<file path="src/rtl/tft_init_sequencer.sv">
// TFT power-up sequencer: sends the init ROM at the slow SPI clock, waits out the
// post-init delay, then passes pixel words through at the fast SPI clock.

module tft_clk_div #(
    parameter int unsigned HALF = 1
) (
    input  logic clk,
    input  logic rst_n,
    output logic div_clk
);
    localparam int unsigned CW = (HALF > 1) ? $clog2(HALF) : 1;

    if (HALF < 1) begin : g_bad_half
        $error("tft_clk_div: HALF must be at least 1");
    end

    logic [CW-1:0] cnt;

    always_ff @(posedge clk or negedge rst_n) begin
        if (!rst_n) begin
            cnt     <= '0;
            div_clk <= 1'b0;
        end else if (cnt == CW'(HALF - 1)) begin
            cnt     <= '0;
            div_clk <= ~div_clk;
        end else begin
            cnt <= cnt + 1'b1;
        end
    end
endmodule

module tft_init_sequencer #(
    parameter int unsigned CLK_FREQ       = 50_000_000,
    parameter int unsigned INIT_FREQ      = 10_000,
    parameter int unsigned WORK_FREQ      = 5_000_000,
    parameter int unsigned INIT_DATA_SIZE = 104,
    parameter int unsigned DELAY_MS       = 160,
    parameter int unsigned PTR_BITS       = 25,
    // Init image as a packed constant, entry i = {rs, data16} at bits [17*i +: 17];
    // replaces the hex-file ROM load so no file is read at elaboration or run time.
    parameter logic [17*INIT_DATA_SIZE-1:0] INIT_ROM = '0
) (
    input  logic                MasterCLK,
    input  logic                RST_n,
    input  logic                word_tick,
    input  logic [15:0]         pixel_data,
    output logic [15:0]         out_data,
    output logic                spi_clk,
    output logic                rs,
    output logic                cs_n,
    output logic                init_done,
    output logic [PTR_BITS-1:0] pointer
);
    localparam int unsigned DELAY_TICKS = DELAY_MS * INIT_FREQ / 1000;
    localparam int unsigned END_PTR     = INIT_DATA_SIZE + DELAY_TICKS;
    localparam int unsigned AW          = (INIT_DATA_SIZE > 1) ? $clog2(INIT_DATA_SIZE) : 1;
    localparam int unsigned INIT_HALF   = CLK_FREQ / (2 * INIT_FREQ);
    localparam int unsigned WORK_HALF   = CLK_FREQ / (2 * WORK_FREQ);

    if ((END_PTR >> PTR_BITS) != 0) begin : g_bad_ptr
        $error("tft_init_sequencer: PTR_BITS too narrow for INIT_DATA_SIZE+DELAY_TICKS");
    end

    typedef enum logic [1:0] {
        PH_INIT,
        PH_DELAY,
        PH_WORK
    } phase_t;

    logic                init_clk;
    logic                work_clk;
    logic [PTR_BITS-1:0] ptr;
    phase_t              phase;
    logic [16:0]         rom [INIT_DATA_SIZE];
    logic [AW-1:0]       rom_idx;
    logic [16:0]         rom_word;
    logic [15:0]         nxt_data;
    logic                nxt_rs;
    logic                nxt_cs_n;
    logic                nxt_done;

    tft_clk_div #(.HALF(INIT_HALF)) u_init_div (
        .clk     (MasterCLK),
        .rst_n   (RST_n),
        .div_clk (init_clk)
    );

    tft_clk_div #(.HALF(WORK_HALF)) u_work_div (
        .clk     (MasterCLK),
        .rst_n   (RST_n),
        .div_clk (work_clk)
    );

    always_comb begin
        for (int unsigned i = 0; i < INIT_DATA_SIZE; i++) begin
            rom[i] = INIT_ROM[17*i +: 17];
        end
    end

    always_comb begin
        if (ptr < PTR_BITS'(INIT_DATA_SIZE)) begin
            phase = PH_INIT;
        end else if (ptr < PTR_BITS'(END_PTR)) begin
            phase = PH_DELAY;
        end else begin
            phase = PH_WORK;
        end
    end

    always_comb begin
        rom_idx  = (phase == PH_INIT) ? ptr[AW-1:0] : '0;
        rom_word = rom[rom_idx];
        nxt_data = '0;
        nxt_rs   = 1'b1;
        nxt_cs_n = 1'b1;
        nxt_done = 1'b0;
        case (phase)
            PH_INIT: begin
                nxt_data = rom_word[15:0];
                nxt_rs   = rom_word[16];
                nxt_cs_n = 1'b0;
            end
            PH_DELAY: begin
                nxt_data = '0;
            end
            PH_WORK: begin
                nxt_data = pixel_data;
                nxt_cs_n = 1'b0;
                nxt_done = 1'b1;
            end
            default: begin
                nxt_data = '0;
            end
        endcase
    end

    always_ff @(posedge MasterCLK or negedge RST_n) begin
        if (!RST_n) begin
            ptr       <= '0;
            out_data  <= '0;
            rs        <= 1'b0;
            cs_n      <= 1'b1;
            init_done <= 1'b0;
        end else begin
            if (word_tick && phase != PH_WORK) begin
                ptr <= ptr + 1'b1;
            end
            out_data  <= nxt_data;
            rs        <= nxt_rs;
            cs_n      <= nxt_cs_n;
            init_done <= nxt_done;
        end
    end

    assign spi_clk = init_done ? work_clk : init_clk;
    assign pointer = ptr;
endmodule

</file>
<file path="config.mk">
export PLATFORM = sky130hd
export DESIGN_NAME = tft_init_sequencer
export DESIGN_NICKNAME = d
export VERILOG_FILES = /design/src/rtl/tft_init_sequencer.sv
export SDC_FILE = /design/constraint.sdc
export NUM_CORES = 1
export LEC_CHECK = 0
export CORE_MARGIN = 4
export CORE_UTILIZATION = 40
export DETAILED_ROUTE_END_ITERATION = 8
export HOLD_SLACK_MARGIN = 0.1
export PLACE_DENSITY = 0.69
export SYNTH_ARGS = -nofsm -noshare
export SYNTH_HDL_FRONTEND = slang
export SYNTH_SLANG_ARGS = --single-unit
</file>
<file path="constraint.sdc">
create_clock -name MasterCLK -period 4 [get_ports MasterCLK]
set_input_delay 1.2 -clock MasterCLK [delete_from_list [all_inputs] [get_ports MasterCLK]]
set_output_delay 1.2 -clock MasterCLK [all_outputs]
set_load 0.005 [all_outputs]
</file>
* After elaboration in Yosys (flattened, before gate mapping)
Memory sizes are Yosys's and may differ from the RTL's.
Index checks and enable logic that the tools add are counted.
** Operators by class
- Order comparisons :: 3
- Mux-type cells :: 12
- Add/sub/neg operators :: 3
- Reduce and logical (&&, ||, !) cells :: 3
- Equality and inequality tests :: 4
- Bitwise gates (word level) :: 3
** Operator list (count)
- 17-bit two-way mux :: 2
- 16-bit one-hot mux with 2 select lines :: 1
- 25-bit by 1-bit adder with 25-bit output, second input constant :: 1
- 25-bit by 11-bit < comparator with 1-bit output, second input constant :: 1
- 25-bit by 7-bit < comparator with 1-bit output, second input constant :: 1
- 12-bit by 1-bit adder with 12-bit output, second input constant :: 1
- 12-bit equality test, second input constant :: 1
- 12-bit two-way mux :: 1
- 8-bit greater-or-equal comparator, second input constant :: 1
- 7-bit NOT with 8-bit output :: 1
- 7-bit two-way mux :: 1
- 1-bit two-way mux :: 4
- 2-bit two-way mux :: 2
- 3-bit by 1-bit adder with 3-bit output, second input constant :: 1
- 3-bit equality test, second input constant :: 1
- 3-bit two-way mux :: 1
- 2-bit equality test, second input constant :: 1
- 2-bit logical NOT :: 1
- 2-bit != test, second input constant :: 1
- 1-bit NOT :: 2
- 2-bit OR reduction :: 1
- 1-bit logical AND :: 1
** Storage, ports and cells
- Flip-flop bits (word level) :: 61
- Output and inout port bits :: 45
- Input bits :: 19
- Logic and storage cells :: 38
- Memory bits (read-only) :: 2176
- Memories kept :: 1
** Memory list
- (name not given) :: depth 128, width 17, rd ports 1, clocked after Yosys merged registers in 0, wr ports 0, RTL line 112 : rom_word = rom[rom_idx];

* Logic depth before layout (Yosys ltp)
Gate-level depths: netlist of run 1.
- Depth after elaboration :: 10
- Depth in mapped cells :: 5
- Gate-level depth less buffers :: 5

* Hierarchy
A second synthesis of run 1 with hierarchy kept.
** Second synthesis, totals
- Cell total of the unflattened synthesis :: 194
- Area, all modules :: 2449.8 sq um
** Modules (own cells, without submodules)
- tft_init_sequencer :: instances 1, seq. area each 1102.3 sq um, area an instance 1666.6 sq um, cells each 127
- tft_clk_div at u_init_div :: instances 1, seq. area each 325.3 sq um, area an instance 614.3 sq um, cells each 54
- tft_clk_div at u_work_div :: instances 1, seq. area each 100.1 sq um, area an instance 168.9 sq um, cells each 13

* Worst setup path before layout of run 1
Ideal clock, no wire load.
- Path kind :: input -> register
- Start point :: input word_tick
- End point :: register ptr[1], in the netlist pointer[1]
- Slack :: 2047 ps
- Data arrival time :: 1828 ps
- Stages :: 2
- Cells stage by stage :: nor3b_1 > mux2_2
** Between the ends
- Cells in the longest elaborated chain, start to end :: 1
** RTL lines
- from (decl) :: RTL line 45 : input logic word_tick,
- 1-bit logical AND :: RTL line 145 : if (word_tick && phase != PH_WORK) begin
- to (signal assigned) :: RTL line 146 : ptr <= ptr + 1'b1;
- to (decl) :: RTL line 72 : logic [PTR_BITS-1:0] ptr;
No other way between the ends.
A chain may end at the register's enable or synchronous reset.

* Final worst setup path of run 1
- Start point :: register init_done
- End point :: output spi_clk
** Between the ends
- Cells in the longest elaborated chain, start to end :: 1
** RTL lines
- from (decl) :: RTL line 51 : output logic init_done,
- from (signal assigned) :: RTL line 151 : init_done <= nxt_done;
- 1-bit two-way mux :: RTL line 155 : assign spi_clk = init_done ? work_clk : init_clk;
- to (decl) :: RTL line 48 : output logic spi_clk,
No other way between the ends.

==> out/results.txt, run 1 <==
final setup violation count -> 0
RSZ-0062 raised after global routing -> false
htree depth -> 3
Iteration-0 DRC Markers -> 31
Arrival @ worst endpoint -> 1.46 ns
crit-path max cell delay -> 0.44 ns
leak pwr -> 1.48 nW
CP Capture Type -> output port
CTS root buf -> clkbuf_8
total CTS buffers -> 9
Synth Warn # -> 0
startpoint types -> flop
die height -> 84.8 microns
maximum root-to-sink buffer count -> 2
Top Family by Delay on Critical Path -> buffers and inverters
Final Max Slew Viols -> 0
leading area contributor after synthesis -> dfrtp_1
VDD IR-drop max -> 0.331 mV
synthesized area per cell -> 12.6 sq um
Tot Pwr -> 0.00154 W
CTS tree -> done
Core Util, Final -> 57.7%
Post-DRT Antenna Nets -> 0
Gate Count Post-Synth -> 188
worst min-delay path category -> flop to flop
R2R Setup Slk -> 1.72 ns
Hold Vio Cnt, Final -> 0
cell row count -> 27
Worst-Margin Slew -> 0.775 ns
sequential power share -> 47.4%
Required @ worst endpoint -> 2.80 ns
Sw Pwr -> 0.000367 W
Placed Cells -> 308
detailed-route via count -> 1560
met1 Track Usage GR -> 17.9%
Fmax -> 375 MHz
Period minus WS final -> 2.66 ns
post-DP HPWL -> 2990 microns
setup TNS -> 0 ns
largest net degree at the start of global routing -> 62
Post-CTS Hold Fix Bufs -> 0
first-pass GRT wire length -> 7590 microns
total of max-cap violations -> 0
sw frac -> 23.9%
RePlAce Congestion -> 0.782
crit-path cells -> mux2_2 > clkdlybuf4s50_1
most common cell in the netlist -> dfrtp_1
Worst-Skew Late Latency -> 0.33 ns
Post-CTS Setup Inserts -> 0
GR Util met3 -> 7.09%
ys flop type -> dfrtp_1
WL final -> 4480 microns
Pre-antenna DRT Iters -> 4
layout cells sized above 1 -> 10.4%
Finished Layout Cells -> 323
grt peak-use layer -> met2
crit path kind -> flop to output port
post_cts resized -> 0
post-synthesis cell area -> 2360 sq um
area grow syn2layout -> 37.1%
clock-pin slew on the worst setup and hold paths -> 0.07 ns
Synth top cells by count -> dfrtp_1 (60), nor2b_1 (17), clkbuf_1 (16), xor2_1 (11), nand3_1 (10)
total gr overflow -> 0
IO Pins -> 64
vias per inst -> 4.83
Post-synth EDFFs -> 0
Clock Power Share -> 38.3%
CTS Sinks -> 61
crit share post-route -> 66.6%
DIE AREA -> 7200 sq um
Total Nets Final -> 270
fraction of registers with async set/reset -> 100%
vias in the first global route -> 1579
crit-path max FO -> 2
core area -> 5610 sq um
DRC viols -> 0
Ant. Diodes -> 0
outcome -> completed
initial antenna violation count -> 0
post-synth top area share -> 63.6%
final setup skew -> 0.00658 ns
starting density of the core -> 42.1%
Buf/Inv on CP -> 1
cell internal pwr -> 0.00117 W
synth top area cells -> dfrtp_1 (64%), nor2b_1 (4.5%), xor2_1 (4.1%), xnor2_1 (3.3%), clkbuf_1 (2.5%)
GR Util met2 -> 19.0%
Rel. slew slack -> 48.3%
chip width -> 84.8 microns
Syn Nets -> 211
Port Buffers -> 63
post-synth cell types -> 34
Global Route Usage Sum -> 13.5%
PwrDens -> 475 nW/um^2
drt wl/cell -> 13.9 microns
register area share after synthesis -> 64.7%
Comb pwr share -> 14.3%
synthesized flop and latch total -> 61
slowest CP cell -> clkdlybuf4s50_1
-- path summary, 6_finish.rpt --
kind                             startpoint           to  cells after the start
worst min register to register  pointer[17]  pointer[17]                      0
max in group asynchronous             RST_n  pointer[17]                      2
min in group asynchronous             RST_n    init_done                      2
worst max register to register  pointer[18]         cs_n                      4
worst max-delay path              init_done      spi_clk                      2
worst min-delay path            pointer[17]  pointer[17]                      0
-- routing by layer --
metal	wire (microns)	share of wire (%)	up-vias
met5	0	0	-
li1	-	-	747
met3	358	8.0	7
met2	2070	46	45
met4	38	0.85	0
met1	2020	45	761
-- cells in the final DEF (no fill, tap or decap), types with 2 or more instances in the layout --
cell type / instances
nand2_1: 4
xnor2_1: 9
nor2_1: 9
bufinv_16: 2
inv_1: 4
clkbuf_8: 10
clkdlybuf4s50_1: 62
nor4_1: 7
xor2_1: 11
nand4_1: 5
and3_1: 2
nand3_1: 10
nor4b_1: 2
o211ai_1: 2
dfrtp_1: 60
ha_1: 4
nor2b_1: 17
nor3_1: 3
and2_1: 4
mux2_2: 3
-- logic make-up (layout without fill, tap and decap cells) --
kind of cell             after synthesis  in the layout  synth area share (%)
multiplexers                           3              3                  1.43
buffers and inverters                 20             83                  3.18
AND/OR/NAND/NOR                       72             72                  18.6
AO/OA/AOI/OAI                          8              8                  2.54
XOR/XNOR                              20             20                  7.42
flip-flops                            61             61                  64.7
adder cells (fa/ha/maj)                4              4                  2.12
-- power by group through the flow --
stage	sequential [W]	combinational [W]	clock, W
2_1_floorplan	0.000730	0.0000824	0
6_report	0.000728	0.000220	0.000589
3_5_place_dp	0.000737	0.000221	0
5_1_grt	0.000739	0.000242	0.000638
3_3_place_gp	0.000738	0.000221	0
4_1_cts	0.000727	0.000223	0.000609
-- through the flow --
| step | worst slack, ns | cell area, sq um | hold WS [ns] |
|---|---|---|---|
| 2_1_floorplan | 2.05 | 2360 | 0.427 |
| 3_3_place_gp | 1.39 | 3020 | 0.389 |
| 3_5_place_dp | 1.36 | 3020 | 0.390 |
| 4_1_cts | 1.31 | 3240 | 0.406 |
| 5_1_grt | 1.27 | 3240 | 0.424 |
| 6_report | 1.34 | 3240 | 0.403 |
-- final cells by class --
| type | instances | area (sq um) |
|---|---|---|
| Fill cell | 507 | 2370 |
| Sequential cell | 61 | 1530 |
| Multi-Input combinational cell | 107 | 758 |
| Timing Repair Buffer | 64 | 633 |
| Clock buffer | 11 | 141 |
| Tap cell | 72 | 90.1 |
| Clock inverter | 4 | 72.6 |
| Inverter | 4 | 15.0 |
-- state kept, by name, summed over array words and instances (netlist names) --
name	count
cs_n	1
init_done	1
out_data	16
pointer	25
rs	1
u_init_div.cnt	12
u_init_div.div_clk	1
u_work_div.cnt	3
u_work_div.div_clk	1
Note: power is estimated with default switching activity, not from simulation.
==> run 2: changes to the inputs <==
==> constraint.sdc (replaced) <==
create_clock -name MasterCLK -period 2.7 [get_ports MasterCLK]
set_input_delay 0.81 -clock MasterCLK [delete_from_list [all_inputs] [get_ports MasterCLK]]
set_output_delay 0.81 -clock MasterCLK [all_outputs]
set_load 0.005 [all_outputs]
==> run 2 against run 1 <==
  * Wire length up 1.4%
  * Combinational power is 49% higher
  * Sequential cell count stayed put
  * Utilization rose by 0.83 points
  * Cell area grew 1.4%
  * Worst hold slack got worse by 0.12 ns
  * Setup slack worse by 0.89 ns
  * Global-route usage rose by 0.37 points
  * Sequential power increased by 48%
  * Critical endpoint unchanged
==> out/results.txt, run 2 (synthesized netlist as in run 1, its figures left out) <==
crit-path max cell delay -> 0.44 ns
slowest CP cell -> clkdlybuf4s50_1
initial antenna violation count -> 0
total gr overflow -> 0
VDD IR-drop max -> 0.505 mV
setup TNS -> 0 ns
core area -> 5610 sq um
Pre-antenna DRT Iters -> 4
die height -> 84.8 microns
Global Route Usage Sum -> 13.8%
WL final -> 4550 microns
final setup skew -> 0.00886 ns
Iteration-0 DRC Markers -> 30
Final Max Slew Viols -> 0
total of max-cap violations -> 0
drt wl/cell -> 13.9 microns
Fmax -> 443 MHz
DRC viols -> 0
total CTS buffers -> 9
Rel. slew slack -> 65.6%
detailed-route via count -> 1574
max reg flops -> 25
clock-pin slew on the worst setup and hold paths -> 0.07 ns
Post-DRT Antenna Nets -> 0
RSZ-0062 raised after global routing -> false
crit-path max FO -> 2
Finished Layout Cells -> 327
Total Nets Final -> 273
vias per inst -> 4.81
Period minus WS final -> 2.26 ns
cell row count -> 27
vias in the first global route -> 1672
post_cts resized -> 0
CTS tree -> done
startpoint types -> flop
R2R Setup Slk -> 0.77 ns
RePlAce Congestion -> 0.787
Port Buffers -> 63
most frequent cells in the layout -> clkdlybuf4s50_1 (62), dfrtp_1 (60), nor2b_1 (17)
IO Pins -> 64
DIE AREA -> 7200 sq um
reg2reg start -> u_init_div.cnt[5]
maximum root-to-sink buffer count -> 2
crit path kind -> flop to output port
chip width -> 84.8 microns
Worst-Skew Late Latency -> 0.32 ns
htree depth -> 3
leak pwr -> 1.51 nW
Filler cells -> 491
Placed Cells -> 311
layout cells sized above 1 -> 11.8%
Crit. Startpoint -> init_done
crit share post-route -> 83.5%
most common cell after layout, fill and taps aside -> clkdlybuf4s50_1
CP Capture Type -> output port
crit-path cells -> mux2_2 > clkdlybuf4s50_1
worst min-delay path category -> primary input to async pin
Worst-Margin Slew -> 0.512 ns
CTS root buf -> clkbuf_8
outcome -> completed
Post-CTS Setup Inserts -> 0
area grow syn2layout -> 39.1%
Arrival @ worst endpoint -> 1.45 ns
largest net degree at the start of global routing -> 60
Top Family by Delay on Critical Path -> buffers and inverters
CTS Sinks -> 61
final setup violation count -> 0
Required @ worst endpoint -> 1.89 ns
Post-CTS Hold Fix Bufs -> 0
Ant. Diodes -> 0
Hold Vio Cnt, Final -> 0
Buf/Inv on CP -> 1
starting density of the core -> 42.1%
post-DP HPWL -> 3150 microns
PwrDens -> 701 nW/um^2
first-pass GRT wire length -> 7890 microns
[run 2: final timing paths]
check | to | cells past startpoint
worst max register to register | u_init_div.cnt[11] | 4
max in group asynchronous | cs_n | 2
min in group MasterCLK | pointer[14] | 0
worst min-delay path | out_data[8] | 1
worst min register to register | pointer[14] | 0
worst max-delay path | spi_clk | 2
[run 2: per-stage QoR]
step,setup WS [ns],hold WS [ns],instance area [sq um],utilization (%),total power [W]
global placement,0.474,0.387,3060,54.6,0.00142
global route,0.380,0.267,3280,58.6,0.00244
floorplan,0.916,0.427,2360,-,0.00120
finish,0.445,0.281,3280,58.6,0.00230
detailed placement,0.437,0.389,3060,54.6,0.00142
CTS,0.416,0.265,3280,58.6,0.00234
[run 2: cell type report]
type / instances / area [sq um] / area share (%)
inverter: 4 / 15.0 / 0.457
sequential: 61 / 1530 / 46.5
tap: 72 / 90.1 / 2.74
timing repair buffer: 67 / 668 / 20.3
multi-input combinational: 107 / 758 / 23.1
clock buffer: 12 / 155 / 4.72
clock inverter: 4 / 70.1 / 2.13
[run 2: layer usage]
| layer | GRT usage (%) | vias up | part of all wire (%) |
|---|---|---|---|
| met1 | 17.1 | 776 | 43 |
| met3 | 5.34 | 5 | 6.6 |
| li1 | - | 752 | - |
| met4 | 5.76 | 0 | 0.68 |
| met2 | 21.7 | 41 | 50 |
| met5 | 0 | - | 0 |
[run 2: where the power goes]
part | switching, W | internal (W)
clock | 0.000330 | 0.000568
combinational | 0.000117 | 0.000210
sequential | 0.0000908 | 0.000987
==> run 3: changes to the inputs <==
--- a/config.mk
+++ b/config.mk
@@ -9,7 +9,7 @@
 export CORE_UTILIZATION = 40
 export DETAILED_ROUTE_END_ITERATION = 8
 export HOLD_SLACK_MARGIN = 0.1
-export PLACE_DENSITY = 0.69
+export PLACE_DENSITY = 0.72
 export SYNTH_ARGS = -nofsm -noshare
 export SYNTH_HDL_FRONTEND = slang
 export SYNTH_SLANG_ARGS = --single-unit
==> constraint.sdc (replaced) <==
create_clock -name MasterCLK -period 1.88 [get_ports MasterCLK]
set_input_delay 0.564 -clock MasterCLK [delete_from_list [all_inputs] [get_ports MasterCLK]]
set_output_delay 0.564 -clock MasterCLK [all_outputs]
set_load 0.005 [all_outputs]
==> run 3 against run 2 <==
  * Critical path depth decreased by 1
  * Cell count increased by 4.0%
  * Utilization increased by 2.2 points
  * Combinational power increased by 82%
  * Sequential share of layout area decreased by 1.4 points
  * Sequential cell count unchanged
  * Worst hold slack got worse by 0.098 ns
  * Die area unchanged
  * First-iteration DRC count increased to 2.6 times the previous value
  * Power increased by 43%
  * Global-route usage increased by 0.56 points
  * Setup slack got worse by 0.40 ns
  * Critical endpoint is now pointer[6]
  * Largest cell class unchanged
  * Largest power group unchanged
  * Highest routed layer unchanged
==> out/results.txt, run 3 (synthesized netlist as in run 1, its figures left out) <==
total CTS buffers -> 9
crit-path max FO -> 6
vias per inst -> 4.85
Worst-Margin Slew -> 0.548 ns
Required @ worst endpoint -> 1.32 ns
crit path kind -> flop to output port
Post-CTS Hold Fix Bufs -> 0
layout cells sized above 1 -> 20.9%
CTS tree -> done
pre-CTS WS -> -0.0209 ns
crit-path cells -> clkdlybuf4s50_1
startpoint types -> flop
DRC viols -> 0
Ant. Diodes -> 0
Pre-antenna DRT Iters -> 4
vias in the first global route -> 1697
maximum root-to-sink buffer count -> 2
detailed-route via count -> 1650
total gr overflow -> 0
Top Family by Delay on Critical Path -> buffers and inverters
Filler cells -> 493
leak pwr -> 1.56 nW
Post-DRT Antenna Nets -> 0
slowest CP cell -> clkdlybuf4s50_1
clock-pin slew on the worst setup and hold paths -> 0.06 ns
drt wl/cell -> 14.4 microns
htree depth -> 3
total of max-cap violations -> 0
RePlAce Congestion -> 0.857
cell row count -> 27
crit-path max cell delay -> 0.52 ns
Core Util, Final -> 60.8%
PwrDens -> 964 nW/um^2
Period minus WS final -> 1.84 ns
outcome -> completed
Total Nets Final -> 286
first-pass GRT wire length -> 8140 microns
IO Pins -> 64
most frequent cells in the layout -> clkdlybuf4s50_1 (60), dfrtp_1 (53), nor2b_1 (17)
most common cell after layout, fill and taps aside -> clkdlybuf4s50_1
CTS root buf -> clkbuf_8
WL final -> 4890 microns
CTS Sinks -> 61
VDD IR-drop max -> 0.777 mV
Global Route Usage Sum -> 14.4%
crit share post-route -> 97.8%
initial antenna violation count -> 0
chip width -> 84.8 microns
final setup violation count -> 0
die height -> 84.8 microns
R2R Setup Slk -> 0.15 ns
max reg flops -> 25
Worst-Skew Late Latency -> 0.33 ns
Fmax -> 544 MHz
Hold Vio Cnt, Final -> 0
setup TNS -> 0 ns
CP Capture Type -> output port
DIE AREA -> 7200 sq um
Fin Hold WS -> 0.183 ns
area grow syn2layout -> 44.4%
final setup skew -> 0.00669 ns
Final Max Slew Viols -> 0
Rel. slew slack -> 63.5%
Buf/Inv on CP -> 1
worst min-delay path category -> primary input to async pin
core area -> 5610 sq um
starting density of the core -> 42.1%
Arrival @ worst endpoint -> 1.27 ns
Finished Layout Cells -> 340
Port Buffers -> 63
Worst Slack Setup Final -> 0.0416 ns
Placed Cells -> 315
largest net degree at the start of global routing -> 26
RSZ-0062 raised after global routing -> false
Iteration-0 DRC Markers -> 77
post-DP HPWL -> 3380 microns
-- run 3: changes by cell type in the layout (fill, tap and decap cells not counted), sizes merged --
cell           previous run  this run
buf                       5        18
bufinv                    2         1
clkbuf                   12        10
clkdlybuf4s15             0         1
clkdlybuf4s50            62        60
clkinvlp                  0         3
dlygate4sd2               0         1
-- run 3: what timing repair did --
item | CTS | global route
cloned | 0 | 0
hold endpoints to repair | 0 | 0
setup endpoints to repair | 7 | 14
gates resized for setup | 6 | 9
setup buffers | 1 | 8
pin swaps | 0 | 0
-- run 3: path summary, 6_finish.rpt --
path                       depth (start not counted)   startpoint          end
max reg2reg                                        5   pointer[8]   pointer[1]
max in group asynchronous                          2        RST_n         cs_n
min reg2reg                                        0  pointer[11]  pointer[11]
min                                                1        RST_n  out_data[4]
max                                                1   pointer[6]   pointer[6]
min in group MasterCLK                             0  pointer[11]  pointer[11]
-- run 3: through the flow --
stage / total power, W / instance area, sq um
after floorplan: 0.00173 / 2360
after global placement: 0.00205 / 3100
after detailed placement: 0.00206 / 3100
after CTS: 0.00323 / 3310
after global routing: 0.00344 / 3410
final: 0.00329 / 3410
-- run 3: area by class of cell --
type / instances / area (sq um) / area share [%]
Sequential cell: 61 / 1540 / 45.1
Multi-Input combinational cell: 107 / 790 / 23.2
Timing Repair Buffer: 80 / 777 / 22.8
Clock buffer: 10 / 138 / 4.04
Tap cell: 72 / 90.1 / 2.64
Clock inverter: 6 / 62.6 / 1.84
Inverter: 4 / 15.0 / 0.441
-- run 3: layer usage --
| metal | part of all wire (%) | track usage [%] | wire length (microns) |
|---|---|---|---|
| met5 | 0 | 0 | 0 |
| met4 | 1.2 | 7.05 | 59 |
| met3 | 6.1 | 4.47 | 299 |
| met2 | 48 | 21.4 | 2360 |
| met1 | 44 | 19.1 | 2170 |
-- run 3: power by group --
group          internal [W]  switching [W]  leakage, nW
Combinational      0.000378       0.000218        0.663
Sequential          0.00143       0.000116        0.800
Clock              0.000643       0.000503       0.0943
Total               0.00245       0.000837         1.56
